File: config.mk
export PLATFORM = sky130hd
export DESIGN_NAME = mem_stage_flat
export DESIGN_NICKNAME = d
export VERILOG_FILES = /design/src/rtl/mem_stage_pkg.sv /design/src/rtl/mem_stage_if.sv /design/src/rtl/mem2wbk_fifo.sv /design/src/rtl/mem_stage.sv /design/src/flat_wrapper.sv
export SDC_FILE = /design/constraint.sdc
export NUM_CORES = 1
export LEC_CHECK = 0
export ABC_CLOCK_PERIOD_IN_PS = 12850
export CORE_ASPECT_RATIO = 1.5
export CORE_MARGIN = 2
export CORE_UTILIZATION = 56
export DETAILED_ROUTE_END_ITERATION = 10
export PLACE_DENSITY_LB_ADDON = 0.2
export SLEW_MARGIN = 20
export SYNTH_ARGS = -nofsm -noshare
export SYNTH_HDL_FRONTEND = slang
export SYNTH_HIERARCHICAL = 1
export SYNTH_SLANG_ARGS = --single-unit
File: constraint.sdc
create_clock -name clk -period 12.85 [get_ports clk]
set_clock_uncertainty 0.15 [all_clocks]
set_input_delay 1.285 -clock clk [delete_from_list [all_inputs] [get_ports clk]]
set_output_delay 1.285 -clock clk [all_outputs]
set_load 0.005 [all_outputs]
File: src/rtl/mem_stage_pkg.sv
// Shared types and constants for the memory stage and its output FIFO.
package mem_stage_pkg;

  // Access size encodings carried on MEM_SIZE_RE
  localparam logic [1:0] SIZE_B = 2'b00;
  localparam logic [1:0] SIZE_H = 2'b01;
  localparam logic [1:0] SIZE_W = 2'b10;

  // Depth of the MEM->WBK buffer
  localparam int FIFO_DEPTH = 2;

  // Request FSM: accept new work, or hold a stalled cache request
  typedef enum logic {
    ST_IDLE = 1'b0,
    ST_WAIT = 1'b1
  } state_e;

  // One retired instruction headed for writeback (71 bits)
  typedef struct packed {
    logic [31:0] res;
    logic [5:0]  dest;
    logic        wb;
    logic [31:0] pc;
  } entry_t;

endpackage

File: src/rtl/mem_stage_if.sv
// Bundle of the EXE->MEM FIFO, data cache and MEM->WBK FIFO signals.
// slave is the memory stage's view; master is the surrounding pipeline's view.
interface mem_stage_if;

  logic [31:0] EXE_RES_RE;
  logic [31:0] MEM_DATA_RE;
  logic [5:0]  EXE_DEST_RE;
  logic        WB_RE;
  logic        MEM_LOAD_RE;
  logic        MEM_STORE_RE;
  logic [1:0]  MEM_SIZE_RE;
  logic        MEM_SIGN_EXTEND_RE;
  logic [31:0] PC_EXE2MEM_RE;
  logic        EXE2MEM_EMPTY_SE;
  logic        EXE2MEM_POP_SM;

  logic [31:0] MCACHE_ADR_SM;
  logic [31:0] MCACHE_DATA_SM;
  logic        MCACHE_ADR_VALID_SM;
  logic        MCACHE_WRITE_SM;
  logic [3:0]  MCACHE_BYTE_SEL_SM;
  logic [31:0] MCACHE_RESULT_SM;
  logic        MCACHE_STALL_SM;

  logic [31:0] MEM_RES_RM;
  logic [5:0]  MEM_DEST_RM;
  logic        WB_RM;
  logic [31:0] PC_MEM2WBK_RM;
  logic        MEM2WBK_EMPTY_SM;
  logic        MEM2WBK_POP_SW;

  modport slave (
    input  EXE_RES_RE, MEM_DATA_RE, EXE_DEST_RE, WB_RE, MEM_LOAD_RE, MEM_STORE_RE,
           MEM_SIZE_RE, MEM_SIGN_EXTEND_RE, PC_EXE2MEM_RE, EXE2MEM_EMPTY_SE,
           MCACHE_RESULT_SM, MCACHE_STALL_SM, MEM2WBK_POP_SW,
    output EXE2MEM_POP_SM, MCACHE_ADR_SM, MCACHE_DATA_SM, MCACHE_ADR_VALID_SM,
           MCACHE_WRITE_SM, MCACHE_BYTE_SEL_SM, MEM_RES_RM, MEM_DEST_RM, WB_RM,
           PC_MEM2WBK_RM, MEM2WBK_EMPTY_SM
  );

  modport master (
    output EXE_RES_RE, MEM_DATA_RE, EXE_DEST_RE, WB_RE, MEM_LOAD_RE, MEM_STORE_RE,
           MEM_SIZE_RE, MEM_SIGN_EXTEND_RE, PC_EXE2MEM_RE, EXE2MEM_EMPTY_SE,
           MCACHE_RESULT_SM, MCACHE_STALL_SM, MEM2WBK_POP_SW,
    input  EXE2MEM_POP_SM, MCACHE_ADR_SM, MCACHE_DATA_SM, MCACHE_ADR_VALID_SM,
           MCACHE_WRITE_SM, MCACHE_BYTE_SEL_SM, MEM_RES_RM, MEM_DEST_RM, WB_RM,
           PC_MEM2WBK_RM, MEM2WBK_EMPTY_SM
  );

endinterface

File: src/rtl/mem2wbk_fifo.sv
// Two-entry in-order buffer between the memory stage and writeback.
module mem2wbk_fifo
  import mem_stage_pkg::*;
(
  input  logic   clk,
  input  logic   reset,
  input  logic   push_i,
  input  entry_t entry_i,
  input  logic   pop_i,
  output entry_t head_o,
  output logic   empty_o,
  output logic   full_o
);

  localparam logic [1:0] DEPTH_C = 2'(FIFO_DEPTH);

  entry_t     mem_q [FIFO_DEPTH];
  logic       wr_ptr_q, wr_ptr_d;
  logic       rd_ptr_q, rd_ptr_d;
  logic [1:0] count_q, count_d;
  logic       do_push, do_pop;

  // A pop on an empty buffer is ignored; a push into a full one is dropped
  assign do_push = push_i && (count_q != DEPTH_C);
  assign do_pop  = pop_i && (count_q != 2'd0);

  assign empty_o = (count_q == 2'd0);
  assign full_o  = (count_q == DEPTH_C);
  assign head_o  = mem_q[rd_ptr_q];

  // Pointer and occupancy next-state; single-bit pointers wrap modulo 2
  always_comb begin
    wr_ptr_d = wr_ptr_q;
    rd_ptr_d = rd_ptr_q;
    count_d  = count_q;
    if (do_push) wr_ptr_d = wr_ptr_q + 1'b1;
    if (do_pop)  rd_ptr_d = rd_ptr_q + 1'b1;
    case ({do_push, do_pop})
      2'b10:   count_d = count_q + 2'd1;
      2'b01:   count_d = count_q - 2'd1;
      default: count_d = count_q;
    endcase
  end

  // Storage and pointer registers
  always_ff @(posedge clk) begin
    if (reset) begin
      for (int i = 0; i < FIFO_DEPTH; i++) mem_q[i] <= '0;
      wr_ptr_q <= 1'b0;
      rd_ptr_q <= 1'b0;
      count_q  <= 2'd0;
    end else begin
      if (do_push) mem_q[wr_ptr_q] <= entry_i;
      wr_ptr_q <= wr_ptr_d;
      rd_ptr_q <= rd_ptr_d;
      count_q  <= count_d;
    end
  end

endmodule

File: src/rtl/mem_stage.sv
// Memory stage: issues loads/stores to the data cache, aligns load data,
// and retires every instruction into the MEM->WBK buffer in order.
module mem_stage
  import mem_stage_pkg::*;
(
  input  logic        clk,
  input  logic        reset,
  mem_stage_if.slave  bus
);

  // Byte-lane enables; low address bits below the access size are ignored
  function automatic logic [3:0] lane_sel(input logic [1:0] size, input logic [1:0] lo);
    case (size)
      SIZE_B:  lane_sel = 4'b0001 << lo;
      SIZE_H:  lane_sel = 4'b0011 << {lo[1], 1'b0};
      SIZE_W:  lane_sel = 4'b1111;
      default: lane_sel = 4'b1111;
    endcase
  endfunction

  // Replicate store data so every candidate lane carries the operand
  function automatic logic [31:0] store_lanes(input logic [1:0] size, input logic [31:0] d);
    case (size)
      SIZE_B:  store_lanes = {4{d[7:0]}};
      SIZE_H:  store_lanes = {2{d[15:0]}};
      default: store_lanes = d;
    endcase
  endfunction

  // Pull the addressed byte/half down to bit 0 and extend it
  function automatic logic [31:0] load_align(input logic [31:0] w, input logic [1:0] size,
                                             input logic [1:0] lo, input logic sext);
    logic [7:0]  b;
    logic [15:0] h;
    b = w[{lo, 3'b000} +: 8];
    h = w[{lo[1], 4'b0000} +: 16];
    case (size)
      SIZE_B:  load_align = sext ? {{24{b[7]}}, b} : {24'd0, b};
      SIZE_H:  load_align = sext ? {{16{h[15]}}, h} : {16'd0, h};
      default: load_align = w;
    endcase
  endfunction

  state_e      state_q, state_d;
  logic [31:0] adr_q, data_q, pc_q;
  logic [3:0]  bsel_q;
  logic [1:0]  size_q;
  logic [5:0]  dest_q;
  logic        write_q, sext_q, wb_q;

  logic        is_mem, pop_c, push_c, valid_c, write_c, fifo_full, start_wait;
  logic [31:0] adr_c, data_c;
  logic [3:0]  bsel_c;
  entry_t      entry_c, head;

  assign is_mem     = bus.MEM_LOAD_RE || bus.MEM_STORE_RE;
  assign start_wait = (state_q == ST_IDLE) && pop_c && is_mem && bus.MCACHE_STALL_SM;

  // State register
  always_ff @(posedge clk) begin
    if (reset) state_q <= ST_IDLE;
    else       state_q <= state_d;
  end

  // Next state: park in WAIT while the cache stalls a fresh request
  always_comb begin
    state_d = state_q;
    case (state_q)
      ST_IDLE: if (start_wait) state_d = ST_WAIT;
      ST_WAIT: if (!bus.MCACHE_STALL_SM) state_d = ST_IDLE;
      default: state_d = ST_IDLE;
    endcase
  end

  // Outputs: pop/issue in IDLE, replay held request in WAIT; silent in reset
  always_comb begin
    pop_c   = 1'b0;
    push_c  = 1'b0;
    valid_c = 1'b0;
    adr_c   = {bus.EXE_RES_RE[31:2], 2'b00};
    data_c  = store_lanes(bus.MEM_SIZE_RE, bus.MEM_DATA_RE);
    bsel_c  = lane_sel(bus.MEM_SIZE_RE, bus.EXE_RES_RE[1:0]);
    write_c = bus.MEM_STORE_RE;
    entry_c = '0;
    if (!reset) begin
      case (state_q)
        ST_IDLE: begin
          pop_c = !bus.EXE2MEM_EMPTY_SE && !fifo_full;
          if (pop_c) begin
            valid_c      = is_mem;
            push_c       = !is_mem || !bus.MCACHE_STALL_SM;
            entry_c.dest = bus.EXE_DEST_RE;
            entry_c.pc   = bus.PC_EXE2MEM_RE;
            entry_c.wb   = bus.MEM_STORE_RE ? 1'b0 : bus.WB_RE;
            if (bus.MEM_STORE_RE)
              entry_c.res = 32'd0;
            else if (bus.MEM_LOAD_RE)
              entry_c.res = load_align(bus.MCACHE_RESULT_SM, bus.MEM_SIZE_RE,
                                       bus.EXE_RES_RE[1:0], bus.MEM_SIGN_EXTEND_RE);
            else
              entry_c.res = bus.EXE_RES_RE;
          end
        end
        ST_WAIT: begin
          valid_c      = 1'b1;
          adr_c        = {adr_q[31:2], 2'b00};
          data_c       = data_q;
          bsel_c       = bsel_q;
          write_c      = write_q;
          push_c       = !bus.MCACHE_STALL_SM;
          entry_c.dest = dest_q;
          entry_c.pc   = pc_q;
          entry_c.wb   = write_q ? 1'b0 : wb_q;
          entry_c.res  = write_q ? 32'd0
                                 : load_align(bus.MCACHE_RESULT_SM, size_q, adr_q[1:0], sext_q);
        end
        default: ;
      endcase
    end
  end

  // Capture the stalled request so the cache sees a stable address/data/lanes
  always_ff @(posedge clk) begin
    if (reset) begin
      adr_q   <= '0;
      data_q  <= '0;
      bsel_q  <= '0;
      write_q <= 1'b0;
      size_q  <= '0;
      sext_q  <= 1'b0;
      dest_q  <= '0;
      wb_q    <= 1'b0;
      pc_q    <= '0;
    end else if (start_wait) begin
      adr_q   <= bus.EXE_RES_RE;
      data_q  <= data_c;
      bsel_q  <= bsel_c;
      write_q <= bus.MEM_STORE_RE;
      size_q  <= bus.MEM_SIZE_RE;
      sext_q  <= bus.MEM_SIGN_EXTEND_RE;
      dest_q  <= bus.EXE_DEST_RE;
      wb_q    <= bus.WB_RE;
      pc_q    <= bus.PC_EXE2MEM_RE;
    end
  end

  mem2wbk_fifo u_fifo (
    .clk     (clk),
    .reset   (reset),
    .push_i  (push_c),
    .entry_i (entry_c),
    .pop_i   (bus.MEM2WBK_POP_SW),
    .head_o  (head),
    .empty_o (bus.MEM2WBK_EMPTY_SM),
    .full_o  (fifo_full)
  );

  assign bus.EXE2MEM_POP_SM      = pop_c;
  assign bus.MCACHE_ADR_VALID_SM = valid_c;
  assign bus.MCACHE_ADR_SM       = adr_c;
  assign bus.MCACHE_DATA_SM      = data_c;
  assign bus.MCACHE_BYTE_SEL_SM  = bsel_c;
  assign bus.MCACHE_WRITE_SM     = write_c;
  assign bus.MEM_RES_RM          = head.res;
  assign bus.MEM_DEST_RM         = head.dest;
  assign bus.WB_RM               = head.wb;
  assign bus.PC_MEM2WBK_RM       = head.pc;

endmodule

File: src/flat_wrapper.sv
// flat-port wrapper written by rule: the top's interface ports become plain ports
module mem_stage_flat import mem_stage_pkg::*;
  (clk, reset, bus_EXE_RES_RE, bus_MEM_DATA_RE, bus_EXE_DEST_RE, bus_WB_RE, bus_MEM_LOAD_RE, bus_MEM_STORE_RE, bus_MEM_SIZE_RE, bus_MEM_SIGN_EXTEND_RE, bus_PC_EXE2MEM_RE, bus_EXE2MEM_EMPTY_SE, bus_MCACHE_RESULT_SM, bus_MCACHE_STALL_SM, bus_MEM2WBK_POP_SW, bus_EXE2MEM_POP_SM, bus_MCACHE_ADR_SM, bus_MCACHE_DATA_SM, bus_MCACHE_ADR_VALID_SM, bus_MCACHE_WRITE_SM, bus_MCACHE_BYTE_SEL_SM, bus_MEM_RES_RM, bus_MEM_DEST_RM, bus_WB_RM, bus_PC_MEM2WBK_RM, bus_MEM2WBK_EMPTY_SM);
  mem_stage_if bus_i ();
  input  logic clk;
  input  logic reset;
  input wire logic [$bits(bus_i.EXE_RES_RE)-1:0] bus_EXE_RES_RE;
  input wire logic [$bits(bus_i.MEM_DATA_RE)-1:0] bus_MEM_DATA_RE;
  input wire logic [$bits(bus_i.EXE_DEST_RE)-1:0] bus_EXE_DEST_RE;
  input wire logic [$bits(bus_i.WB_RE)-1:0] bus_WB_RE;
  input wire logic [$bits(bus_i.MEM_LOAD_RE)-1:0] bus_MEM_LOAD_RE;
  input wire logic [$bits(bus_i.MEM_STORE_RE)-1:0] bus_MEM_STORE_RE;
  input wire logic [$bits(bus_i.MEM_SIZE_RE)-1:0] bus_MEM_SIZE_RE;
  input wire logic [$bits(bus_i.MEM_SIGN_EXTEND_RE)-1:0] bus_MEM_SIGN_EXTEND_RE;
  input wire logic [$bits(bus_i.PC_EXE2MEM_RE)-1:0] bus_PC_EXE2MEM_RE;
  input wire logic [$bits(bus_i.EXE2MEM_EMPTY_SE)-1:0] bus_EXE2MEM_EMPTY_SE;
  input wire logic [$bits(bus_i.MCACHE_RESULT_SM)-1:0] bus_MCACHE_RESULT_SM;
  input wire logic [$bits(bus_i.MCACHE_STALL_SM)-1:0] bus_MCACHE_STALL_SM;
  input wire logic [$bits(bus_i.MEM2WBK_POP_SW)-1:0] bus_MEM2WBK_POP_SW;
  output wire logic [$bits(bus_i.EXE2MEM_POP_SM)-1:0] bus_EXE2MEM_POP_SM;
  output wire logic [$bits(bus_i.MCACHE_ADR_SM)-1:0] bus_MCACHE_ADR_SM;
  output wire logic [$bits(bus_i.MCACHE_DATA_SM)-1:0] bus_MCACHE_DATA_SM;
  output wire logic [$bits(bus_i.MCACHE_ADR_VALID_SM)-1:0] bus_MCACHE_ADR_VALID_SM;
  output wire logic [$bits(bus_i.MCACHE_WRITE_SM)-1:0] bus_MCACHE_WRITE_SM;
  output wire logic [$bits(bus_i.MCACHE_BYTE_SEL_SM)-1:0] bus_MCACHE_BYTE_SEL_SM;
  output wire logic [$bits(bus_i.MEM_RES_RM)-1:0] bus_MEM_RES_RM;
  output wire logic [$bits(bus_i.MEM_DEST_RM)-1:0] bus_MEM_DEST_RM;
  output wire logic [$bits(bus_i.WB_RM)-1:0] bus_WB_RM;
  output wire logic [$bits(bus_i.PC_MEM2WBK_RM)-1:0] bus_PC_MEM2WBK_RM;
  output wire logic [$bits(bus_i.MEM2WBK_EMPTY_SM)-1:0] bus_MEM2WBK_EMPTY_SM;
  assign bus_i.EXE_RES_RE = bus_EXE_RES_RE;
  assign bus_i.MEM_DATA_RE = bus_MEM_DATA_RE;
  assign bus_i.EXE_DEST_RE = bus_EXE_DEST_RE;
  assign bus_i.WB_RE = bus_WB_RE;
  assign bus_i.MEM_LOAD_RE = bus_MEM_LOAD_RE;
  assign bus_i.MEM_STORE_RE = bus_MEM_STORE_RE;
  assign bus_i.MEM_SIZE_RE = bus_MEM_SIZE_RE;
  assign bus_i.MEM_SIGN_EXTEND_RE = bus_MEM_SIGN_EXTEND_RE;
  assign bus_i.PC_EXE2MEM_RE = bus_PC_EXE2MEM_RE;
  assign bus_i.EXE2MEM_EMPTY_SE = bus_EXE2MEM_EMPTY_SE;
  assign bus_i.MCACHE_RESULT_SM = bus_MCACHE_RESULT_SM;
  assign bus_i.MCACHE_STALL_SM = bus_MCACHE_STALL_SM;
  assign bus_i.MEM2WBK_POP_SW = bus_MEM2WBK_POP_SW;
  assign bus_EXE2MEM_POP_SM = bus_i.EXE2MEM_POP_SM;
  assign bus_MCACHE_ADR_SM = bus_i.MCACHE_ADR_SM;
  assign bus_MCACHE_DATA_SM = bus_i.MCACHE_DATA_SM;
  assign bus_MCACHE_ADR_VALID_SM = bus_i.MCACHE_ADR_VALID_SM;
  assign bus_MCACHE_WRITE_SM = bus_i.MCACHE_WRITE_SM;
  assign bus_MCACHE_BYTE_SEL_SM = bus_i.MCACHE_BYTE_SEL_SM;
  assign bus_MEM_RES_RM = bus_i.MEM_RES_RM;
  assign bus_MEM_DEST_RM = bus_i.MEM_DEST_RM;
  assign bus_WB_RM = bus_i.WB_RM;
  assign bus_PC_MEM2WBK_RM = bus_i.PC_MEM2WBK_RM;
  assign bus_MEM2WBK_EMPTY_SM = bus_i.MEM2WBK_EMPTY_SM;
  mem_stage u_core (.clk(clk), .reset(reset), .bus(bus_i));
endmodule
After elaboration in Yosys (flattened, before gate mapping)
Memory sizes are Yosys's and may differ from the RTL's. A register that Yosys moved wholly into a read port is not among the register bits.
Index checks and enable logic that the tools add are counted.
Word-level totals
  input port bits: 145
  bits in writable memories: 142
  logic and storage cells: 95
  flip-flop bits (word level): 116
  memories: 1
Memories
  u_core.u_fifo.mem_q: depth 2, bits a word 71, rd ports 1, clocked after memory_dff 1, write ports 2, line mem2wbk_fifo.sv:17  | entry_t mem_q [FIFO_DEPTH];
Cells by class
  add/subtract/negate cells: 4
  mux-type cells: 46
  equal/unequal tests: 6
  bitwise logic cells: 1
  shifts and indexed selects: 6
  reductions and logical operators: 18
Operator list (number)
  $mux W32: 11
  $mux W71: 3
  $pmux W32 S2: 3
  $pmux W71 S2: 1
  $reduce_or A71 Y1: 1
  $shiftx A32 B6 Y16: 2
  $shiftx A32 B6 Y8: 2
  $mux W1: 21
  $mux W4: 2
  $pmux W4 S2: 1
  $eq A2 B1 Y1 const B: 3
  $logic_and A1 B1 Y1: 6
  $logic_not A2 Y1: 3
  $pmux W1 S2: 3
  $eq A2 B2 Y1 const B: 2
  $logic_not A1 Y1: 4
  $pmux W2 S2: 1
  $reduce_bool A2 Y1: 2
  $shl A1 B2 Y4 const A: 1
  $shl A2 B2 Y4 const A: 1
  $add A1 B1 Y1 const B: 2
  $add A2 B1 Y2 const B: 1
  $logic_or A1 B1 Y1: 2
  $ne A2 B2 Y1 const B: 1
  2 further kinds: 2

Logic depth before layout (Yosys ltp)
  depth after elaboration: 12
  gate-level depth with buffers: 12

Modules after synthesis
Netlist, hierarchy kept.
By module, submodules not included
  mem_stage: seq. area each 2242.2 um^2, times used 1, area an instance 7231.9 um^2, cells each 1003
  mem2wbk_fifo: seq. area each 4364.2 um^2, times used 1, area an instance 6984.2 um^2, cells each 484

Least setup slack after synthesis
Ideal clock, no wire load.
  path type: input to register
  start: in reset
  end: mem u_core/u_fifo/mem_q[0][0] (netlist bit) (enable)
  slack: 7.603 ns
  stages on the path: 9
  data arrival time: 4.656 ns
  path buffers: 2
  path through: or4_4 > inv_2 > clkbuf_1 > nand2_1 > o21ai_0 > inv_1 > or3_1 > buf_6 > nand2b_1
RTL lines
  start: declaration: line flat_wrapper.sv:6  | input logic reset;
  end: declaration: line mem2wbk_fifo.sv:17

Final worst setup path
  start: in reset
  end: out bus_MCACHE_DATA_SM[25]
Between the ends
  longest elaborated chain between the ends: 1
Ends and longest elaborated chain
  $mux W32: line mem_stage.sv:85  | if (!reset) begin
  end: declaration: line flat_wrapper.sv:22  | output wire logic [$bits(bus_i.MCACHE_DATA_SM)-1:0] bus_MCACHE_DATA_SM;
No other way between the ends.

==> qor.txt <==
GLOBAL ROUTING
---------------------------------------------------------------------------------------
Global-route wire length before repair ...................................     60100 µm
Global-route usage over all layers .......................................        0.282
Pin count of the biggest net entering global routing .....................          113
Initial antenna violation count ..........................................            1
Global route total overflow ..............................................            0
Via count of the first global-routing pass ...............................        11300

SYNTHESIS
---------------------------------------------------------------------------------------
Top cell type by total area after synthesis .............................. sky130_fd_sc_hd__edfxtp_1
Synth Instances ..........................................................         1487
Leading post-synthesis cells by cell area ................................ sky130_fd_sc_hd__edfxtp_1 (30%), sky130_fd_sc_hd__dfxtp_1 (16%), sky130_fd_sc_hd__mux2_2 (7.8%)
Most instantiated cells after synthesis .................................. sky130_fd_sc_hd__nand2_1 (252), sky130_fd_sc_hd__nor2_1 (156), sky130_fd_sc_hd__edfxtp_1 (142), sky130_fd_sc_hd__dfxtp_1 (117), sky130_fd_sc_hd__mux2_2 (98)
Yosys warnings ...........................................................            6
Synthesis-stage register bit count .......................................          259
Proportion of synthesized flip-flops having asynchronous set or reset ....            0
Register area share after synthesis ......................................        0.465
Proportion of netlist area held by the largest area contributor ..........        0.300
Number of enable flip-flop cells after synthesis .........................          142
Combined area of all synthesized cells ...................................   0.0142 mm²
Synthesized area per cell ................................................     9.56 µm²
Prevailing post-synth register cell ...................................... sky130_fd_sc_hd__edfxtp_1
Unique cell type count in the Yosys netlist ..............................           67
Library cell with the highest instance count after synthesis ............. sky130_fd_sc_hd__nand2_1

FINAL LAYOUT
---------------------------------------------------------------------------------------
Area occupied by multi-input gates .......................................  0.00697 mm²
Layout-stage area growth over the synthesis result .......................        25.7%
Fraction of final layout cells with drive strength greater than 1 ........        0.157
FF+latch area ............................................................  0.00661 mm²
Count of antenna diodes in the layout ....................................            0
Count of fill cells added during filler insertion ........................         1911
Net count reported at finish .............................................         1829

FLOORPLANNING
---------------------------------------------------------------------------------------
Number of core rows ......................................................           71
Starting density of the core .............................................        0.567
Top Ports ................................................................          288
Chip Width ...............................................................       134 µm
Die Outline Area .........................................................   0.0267 mm²
Die Y-Extent .............................................................       199 µm
Core Box Area ............................................................   0.0251 mm²

TIMING
---------------------------------------------------------------------------------------
Fin crit period ..........................................................      5100 ps
Setup TNS ................................................................         0 ps
Max-slew violations ......................................................            0
Maximum clock rate .......................................................    0.196 GHz
Fin. Hold Viols ..........................................................            0
Count of final setup violators ...........................................            0
Final worst path period share ............................................        0.397
RSZ-0062 raised after global routing .....................................           no
Worst slew margin ........................................................        0.278
Setup ws final ...........................................................      7750 ps
Transition time at the pin with the least slew margin ....................      1080 ps

DETAILED ROUTING
---------------------------------------------------------------------------------------
Routed Wire Length .......................................................     39200 µm
Antenna-violating nets left ..............................................            0
Number of violations reported at the end of detailed-routing iteration 0 .          963
DR WL/cell ...............................................................      19.3 µm
First-pass DRT Iterations ................................................            5
Avg Vias per Cell ........................................................         5.87
Detailed-route DRC error count ...........................................            0
Via Count ................................................................        11900

SETUP PATH
---------------------------------------------------------------------------------------
Largest driver fanout on the critical path ...............................           81
Critical Path AT .........................................................      3670 ps
Reg2reg path depth .......................................................            9
Worst R2R End ............................................................ u_core/u_fifo/mem_q[0][49]
Reg-to-Reg Start ......................................................... u_core/u_fifo/count_q[0]
Startpoint type of the worst setup path ..................................    input pin
Class of the most critical setup path .................................... input pin to primary output
R2R Setup Slk ............................................................      8390 ps
Worst path required time .................................................     11410 ps
Worst setup EP type ...................................................... primary output

POWER
---------------------------------------------------------------------------------------
Ratio of total power to cell area ........................................   128 mW/mm²
Standby leakage power ....................................................      6.13 nW
Peak supply drop .........................................................   0.000106 V

CLOCK TREE
---------------------------------------------------------------------------------------
Worst-path clk slew ......................................................        60 ps
CTS max path bufs ........................................................            3
Clock insertion delay at the later pin of the skew report ................       520 ps
H-tree lvl count .........................................................            1
Clock buffers created by TritonCTS .......................................           25
Clock tree root driver cell .............................................. sky130_fd_sc_hd__clkbuf_16
CTS tree .................................................................         done
Hold buffers post-CTS ....................................................            0
Post-CTS setup buffer count ..............................................            0
Number of sinks driven by the clock tree .................................          259
Post-cts gate resize count ...............................................            0

PLACE
---------------------------------------------------------------------------------------
Final HPWL DP ............................................................     26100 µm
PortBufs .................................................................          285
Routability-driven placement congestion ratio ............................        0.942
Worst slack, placed ......................................................      7350 ps

JOB
---------------------------------------------------------------------------------------
Reported max-cap violation count .........................................            0

WORST HOLD PATH
---------------------------------------------------------------------------------------
Worst min-delay path startpoint .......................................... u_core/data_q[19]
Min-Delay Path Depth .....................................................            2
Path category of the worst min-delay check ............................... register to register
Hold Crit Endpoint ....................................................... u_core/data_q[19]

RUN STATUS
---------------------------------------------------------------------------------------
Run status ............................................................... complete, no violations

flip-flops by register name, summed over array words and instances (netlist names), named ones only:
register and count:
u_core/adr_q 32, u_core/bsel_q 4, u_core/wb_q 1, u_core/write_q 1
u_core/dest_q 6, u_core/sext_q 1, u_core/u_fifo/rd_ptr_q 1, u_core/state_q 1
u_core/u_fifo/wr_ptr_q 1, u_core/data_q 32, u_core/pc_q 32, u_core/u_fifo/mem_q 142
u_core/size_q 2, u_core/u_fifo/count_q 2
per-layer routing:
layer | up-vias | global-route usage | routed length [µm]
li1 | 5656 | - | -
met1 | 5690 | 0.343 | 15000
met2 | 498 | 0.508 | 20100
met3 | 72 | 0.0469 | 2890
met4 | 2 | 0.0897 | 1220
met5 | - | 0 | 13
placed cells by master, fill, tap and decap left out, drive strengths merged, types with 11 or more instances in the layout:
| cell | instances |
|---|---|
| clkdlybuf4s50 | 284 |
| nand2 | 252 |
| nor2 | 227 |
| edfxtp | 142 |
| dfxtp | 117 |
| mux2 | 98 |
| nand2b | 79 |
| a21oi | 71 |
| o21ai | 62 |
| a22o | 54 |
| clkbuf | 34 |
| o22ai | 22 |
| a22oi | 22 |
| nor3 | 20 |
| mux2i | 17 |
| or2 | 17 |
| a221o | 16 |
| buf | 15 |
| nor3b | 12 |
| a31oi | 12 |
| inv | 11 |
power breakdown:
| group | internal [mW] | switching (mW) |
|---|---|---|
| clock | 0.470 | 0.315 |
| sequential | 0.928 | 0.0504 |
| combinational | 0.282 | 0.239 |
| total | 1.68 | 0.604 |
kinds of logic (layout without fill, tap and decap cells):
family / Yosys count / in the layout / share of synthesized area
flip-flops: 259 / 259 / 0.465
XOR/XNOR: 3 / 3 / 0.00185
adder cells (fa/ha/maj): 1 / 1 / 0.000880
AND/OR/NAND/NOR: 648 / 648 / 0.237
multiplexers: 117 / 117 / 0.0928
other: 1 / 2 / 0.000264
AO/OA/AOI/OAI: 317 / 317 / 0.154
buffers and inverters: 141 / 355 / 0.0482
metrics by stage:
step / hold WS (ps) / utilization / instances / total power, mW / cell area, µm²
global route: 319 / 0.713 / 2030 / 2.37 / 17900
finish: 303 / 0.713 / 2030 / 2.28 / 17900
detailed placement: 297 / 0.678 / 1984 / 1.52 / 17000
floorplan: 284 / - / 1488 / 1.26 / 14200
CTS: 306 / 0.713 / 2030 / 2.30 / 17900
global placement: 290 / 0.678 / 1984 / 1.50 / 17000
worst max-delay path by stage:
stage	cells past startpoint	start	slack, ps	to
after floorplan	9	reset	7600	u_core/u_fifo/mem_q[0][0]
after global placement	8	bus_EXE2MEM_EMPTY_SE	7420	u_core/u_fifo/mem_q[0][1]
after detailed placement	8	bus_EXE2MEM_EMPTY_SE	7350	u_core/u_fifo/mem_q[0][61]
after CTS	6	reset	7760	bus_MCACHE_DATA_SM[25]
after global routing	6	reset	7580	bus_MCACHE_DATA_SM[25]
final	6	reset	7750	bus_MCACHE_DATA_SM[25]
critical path, cell delays in order:
cell	delay (ps)
sky130_fd_sc_hd__buf_6	230
sky130_fd_sc_hd__nor2b_4	690
sky130_fd_sc_hd__buf_4	590
sky130_fd_sc_hd__nand2_1	160
sky130_fd_sc_hd__nand2_1	130
sky130_fd_sc_hd__clkdlybuf4s50_1	520
layout make-up:
type / instances / share of cell area
timing repair buffer: 299 / 0.166
tap: 328 / 0.0230
multi-input combinational: 1088 / 0.390
inverter: 10 / 0.00210
sequential: 259 / 0.370
clock inverter: 12 / 0.00980
clock buffer: 34 / 0.0397
No activity file was read; power rests on OpenSTA's default activity.
